[src/rtl/move_input_conditioner_pkg.sv]
// move_input_conditioner_pkg: direction codes, FSM states and priority pick shared with the game FSM.
package move_input_conditioner_pkg;
  localparam logic [3:0] DIR_NONE  = 4'b0000;
  localparam logic [3:0] DIR_UP    = 4'b1000;
  localparam logic [3:0] DIR_DOWN  = 4'b0100;
  localparam logic [3:0] DIR_LEFT  = 4'b0010;
  localparam logic [3:0] DIR_RIGHT = 4'b0001;
  typedef enum logic [1:0] {
    IDLE    = 2'd0,
    PENDING = 2'd1,
    LOCKED  = 2'd2
  } state_t;
  function automatic logic [3:0] pick_dir(input logic [3:0] rise);
    return rise[3] ? DIR_UP : rise[2] ? DIR_DOWN : rise[1] ? DIR_LEFT : rise[0] ? DIR_RIGHT : DIR_NONE;
  endfunction
endpackage

[src/rtl/move_input_conditioner_btn_debounce.sv]
// btn_debounce: 2-FF synchroniser, counter debounce and rising-edge detect for one button.
module btn_debounce #(
  parameter int DEBOUNCE_CYCLES = 4,
  parameter int CNT_W = 3
) (
  input  logic Clk,
  input  logic Reset,
  input  logic btn,
  output logic s2,
  output logic stable,
  output logic rise
);
  logic s1, stable_d;
  logic [CNT_W-1:0] cnt;
  assign rise = stable & ~stable_d;
  always_ff @(posedge Clk) begin
    if (Reset) begin
      s1 <= 1'b0;
      s2 <= 1'b0;
      stable <= 1'b0;
      stable_d <= 1'b0;
      cnt <= '0;
    end else begin
      s1 <= btn;
      s2 <= s1;
      stable_d <= stable;
      if (s2 == stable) cnt <= '0;
      else if (cnt == CNT_W'(DEBOUNCE_CYCLES - 1)) begin
        stable <= s2;
        cnt <= '0;
      end else cnt <= cnt + 1'b1;
    end
  end
endmodule

[src/rtl/move_input_conditioner.sv]
// move_input_conditioner: debounced one-move-per-press requests with release lockout for the game FSM.
module move_input_conditioner
  import move_input_conditioner_pkg::*;
#(
  parameter int DEBOUNCE_CYCLES = 4,
  parameter int CNT_W = 3
) (
  input  logic Clk,
  input  logic Reset,
  input  logic BtnU,
  input  logic BtnD,
  input  logic BtnL,
  input  logic BtnR,
  input  logic move_ready,
  output logic move_valid,
  output logic up,
  output logic down,
  output logic left,
  output logic right
);
  logic [3:0] raw, s2, stable, rise, dir;
  logic [CNT_W-1:0] release_cnt;
  logic released;
  state_t state;
  assign raw = {BtnU, BtnD, BtnL, BtnR};
  assign {up, down, left, right} = dir;
  assign released = ~|{stable, s2};
  for (genvar g = 0; g < 4; g++) begin : g_db
    btn_debounce #(.DEBOUNCE_CYCLES(DEBOUNCE_CYCLES), .CNT_W(CNT_W)) u_db (
      .Clk(Clk),
      .Reset(Reset),
      .btn(raw[g]),
      .s2(s2[g]),
      .stable(stable[g]),
      .rise(rise[g])
    );
  end
  always_ff @(posedge Clk) begin
    if (Reset) begin
      state <= LOCKED;
      move_valid <= 1'b0;
      dir <= DIR_NONE;
      release_cnt <= '0;
    end else begin
      case (state)
        IDLE: if (|rise) begin
          dir <= pick_dir(rise);
          move_valid <= 1'b1;
          state <= PENDING;
        end
        PENDING: if (move_ready) begin
          move_valid <= 1'b0;
          dir <= DIR_NONE;
          state <= LOCKED;
        end
        LOCKED: begin
          // re-arm only after every button has been fully quiet long enough
          if (!released) release_cnt <= '0;
          else if (release_cnt == CNT_W'(DEBOUNCE_CYCLES + 2)) begin
            release_cnt <= '0;
            state <= IDLE;
          end else release_cnt <= release_cnt + 1'b1;
        end
        default: state <= LOCKED;
      endcase
    end
  end
endmodule

[config.mk]
export PLATFORM = sky130hd
export DESIGN_NAME = move_input_conditioner
export DESIGN_NICKNAME = d
export VERILOG_FILES = /design/src/rtl/move_input_conditioner_pkg.sv /design/src/rtl/move_input_conditioner_btn_debounce.sv /design/src/rtl/move_input_conditioner.sv
export SDC_FILE = /design/constraint.sdc
export NUM_CORES = 1
export LEC_CHECK = 0
export BUFFER_PORTS_ARGS = -buffer_cell sky130_fd_sc_hd__buf_2
export CELL_PAD_IN_SITES_DETAIL_PLACEMENT = 1
export CELL_PAD_IN_SITES_GLOBAL_PLACEMENT = 1
export CORE_ASPECT_RATIO = 1.2
export CORE_UTILIZATION = 42
export CTS_CLUSTER_SIZE = 20
export DETAILED_ROUTE_END_ITERATION = 10
export GPL_TIMING_DRIVEN = 0
export PLACE_DENSITY = 0.81
export REMOVE_ABC_BUFFERS = 1
export SETUP_SLACK_MARGIN = 0.02
export SLEW_MARGIN = 20
export SYNTH_ARGS = -nofsm -noshare
export SYNTH_HDL_FRONTEND = slang
export SYNTH_HIERARCHICAL = 1
export SYNTH_SLANG_ARGS = --single-unit
export TNS_END_PERCENT = 5
[constraint.sdc]
create_clock -name Clk -period 1.3 [get_ports Clk]
set_input_delay 0.195 -clock Clk [delete_from_list [all_inputs] [get_ports Clk]]
set_output_delay 0.195 -clock Clk [all_outputs]
set_load 0.01 [all_outputs]
==> summary.txt <==
Synthesis
  • Post-synth cell types: 28
  • Area share of the largest cell type after synthesis: 0.4927
  • Seq/Total Area, Yosys: 0.4927
  • Cells after synthesis: 136
  • Post-Syn Area per Cell: 11.35 um2
  • Primary FF master, synth: dfxtp_1
  • Yosys reg bits: 38
  • Yosys top cell by area: dfxtp_1
  • Share of flip-flops with an asynchronous set or reset: 0
  • YS warnings: 6
  • Main area contributors after synthesis: dfxtp_1, nor2b_1, ha_1, nor4_4, nor4b_2
  • Cell Area, Synth: 1544 um2
  • Post-synth EDFFs: 0

Floorplan
  • Die Height: 68.42 um
  • Row cnt: 23
  • DIE AREA: 3924 um2
  • Initial core utilization: 0.4509
  • Core area: approximately 3400 um2
  • Die Width: approximately 57 um
  • IO Count: 12

Worst setup path
  • R2R Setup Slk: about 5.2 ps
  • R2r endpoint: state[0]$_SDFFE_PP0P_
  • Cell Chain, Critical Path: nor2b_4 > nor4_4 > nor2b_2 > a2111oi_2
  • WP data required: 1440 ps
  • Arr. time, crit path: approximately 1400 ps
  • FF-to-FF Start: g_db[0].u_db/stable$_SDFFE_PP0P_
  • Type of the worst setup path: reg -> reg
  • Crit end category: flop
  • Slowest cell on the critical path: nor4_4
  • Largest stage delay on the critical path: 380 ps
  • Crit-path max FO: 6
  • Top delay family on crit path: simple AND/OR/NAND/NOR gates
  • Worst Reg2Reg Path Length in Cells: 4
  • Crit start category: flop
  • Sum of buffers and inverters on the critical path: 0

Place
  • RD Place Congestion: 0.7510
  • Placed Instances: between 150 and 200
  • Post-DP HPWL: 2024 um
  • IO Port Bufs: 11
  • Worst setup slack after placement: -307.7 ps

Finish
  • Share of cells above drive strength 1: 0.2662
  • Area Overhead vs Synth: 15.64%
  • Layout net count: 168
  • Post-Layout Cell Count: 191
  • Footprint of the multi-input gates: 784.5 um2
  • Reg area: between 700 and 800 um2
  • Commonest non-fill, non-tap cell in the layout: dfxtp_1
  • Antenna Cells: 0
  • Fillers: 370
  • Commonest cells after routing, fill and taps aside: dfxtp_1, nor2b_1, buf_2

Timing
  • Rel. slew slack: 0.5201
  • Fin crit period: 1295 ps
  • Crit share post-route: 0.9960
  • Slew @ Worst Pin: 719.9 ps
  • Setup violators final: 0
  • Setup WS post-layout: 5.206 ps
  • Post-Route Skew: 6.650 ps
  • Final Hold Vio Count: 0
  • Pins over their slew limit: 0
  • RSZ-0062 raised after global routing: yes
  • Peak Freq: 772.3 MHz

Power and ir drop
  • Lkg Pwr: 0.6534 nW
  • Maximum VDD drop: 0.6376 mV
  • Pwr Density: 1170 nW/um2

Clock network
  • CTS tree: yes
  • Root Driver: clkbuf_8
  • Number of CTS-inserted buffers: 5
  • Clock slew at the register clock pins of the worst setup and hold paths: 70 ps
  • Clock tree buffer depth: 2
  • Cts hold-fix bufs: 0
  • Clk_lat worst skew: 290 ps
  • # clock sinks: 38
  • Htree depth: 2

Detailed routing
  • Via count: around 1000
  • Drt drc: 2
  • Pre-antenna DRT Iters: 7
  • Final ANT Viol Nets: 0
  • Drt total wl: 2857 um
  • Wire length per cell: about 15 um
  • Vias per inst: 5.461
  • DR iter-0 viols: 28

Status
  • Failing checks: design-rule violations
  • Status: finished with violations

Global route
  • Initial antenna violation count: 0
  • First-pass GRT wire length: 4885 um
  • Total GRT Usage: 0.1707
  • Grt total ovfl: 0
  • Largest net degree at the start of global routing: 40
  • Number of global-route vias before repair: 1135

Run
  • Maxcap violations: 0

Hold path
  • Hold depth: 2
  • Hold WC Path Type: in -> reg
  • Worst Hold Launch: move_ready
  • Worst Hold End: state[0]$_SDFFE_PP0P_
## Yosys cell counts (5+ instances only)
master    n
nand2_1   7
nor2_1    5
dfxtp_1  38
a21oi_1   7
nor2b_1  17
nor4_1    8
mux2i_1   5
ha_1      8
## metal layers
layer,track usage,vias to the layer above,share of wire
li1,-,525,-
met1,0.1610,498,0.40
met2,0.3198,15,0.55
met3,0.05671,5,0.029
met4,0.1037,0,0.023
met5,0,-,0
## worst max path at each step
stage                                     startpoint  slack [ps]  cells past startpoint               endpoint
global route        g_db[0].u_db/stable$_SDFFE_PP0P_         -50                      4    dir[1]$_SDFFE_PP0P_
detailed placement  g_db[3].u_db/stable$_SDFFE_PP0P_        -310                      4    dir[0]$_SDFFE_PP0P_
global placement    g_db[3].u_db/stable$_SDFFE_PP0P_        -250                      4    dir[1]$_SDFFE_PP0P_
CTS                 g_db[2].u_db/stable$_SDFFE_PP0P_         -10                      4  state[0]$_SDFFE_PP0P_
finish              g_db[0].u_db/stable$_SDFFE_PP0P_           5                      4  state[0]$_SDFFE_PP0P_
floorplan           g_db[3].u_db/stable$_SDFFE_PP0P_        -100                      4  state[0]$_SDFFE_PP0P_
## cell families after synthesis
| logic type | after synthesis | synth area share |
|---|---|---|
| fa+ha+maj | 8 | 0.06483 |
| buf+inv | 7 | 0.02431 |
| mux | 5 | 0.03242 |
| xor+xnor | 4 | 0.02269 |
| flops | 38 | 0.4927 |
| compound gates | 16 | 0.07536 |
| simple gates | 58 | 0.2877 |
## worst register-to-register path, stage by stage (launching register included)
cell and delay (ps):
dfxtp_4 370, nor2b_4 140, nor4_4 380, nor2b_2 220, a2111oi_2 40
## through the flow
stage               utilization  hold WS, ps  total power [W]  setup TNS, ps  instance area (um2)
global placement         0.4739        403.0         0.001302          -1230                 1623
detailed placement       0.4739        414.6         0.001312          -1478                 1623
CTS                      0.5115        103.1         0.002124         -14.53                 1752
finish                   0.5214        112.6         0.002090              0                 1785
floorplan                     -        264.1         0.001270         -420.4                 1521
global route             0.5214        116.9         0.002171         -148.2                 1785
## power by group
part / leakage, nW / switching [W] / internal, W
Sequential: 0.312 / 0.0000187 / 0.00118
Clock: 0.0482 / 0.000387 / 0.000427
Combinational: 0.293 / 0.0000423 / 0.0000386
Total: 0.653 / 0.000448 / 0.00164
## what timing repair did
item | in CTS | in global routing
pin swaps | 1 | 3
resized for setup | 16 | 6
endpoints found under the setup margin | 8 | 9
buffers inserted | 0 | 2
## cell type report
class                   count  area share
clock inverters             1    0.002803
well taps                  37     0.02593
multi-input cells          91      0.4394
repair buffers             13     0.03924
flip-flops and latches     38      0.4359
clock buffers               7     0.04835
inverters                   4    0.008409
## state kept, by name (all words and copies together), names as in the netlist, 2 cells and up
register            flops
release_cnt             3
g_db.u_db/stable        4
g_db.u_db/cnt          12
g_db.u_db/stable_d      4
g_db.u_db/s2            4
dir                     4
state                   2
g_db.u_db/s1            4
Note: power is estimated with default switching activity, not from simulation.
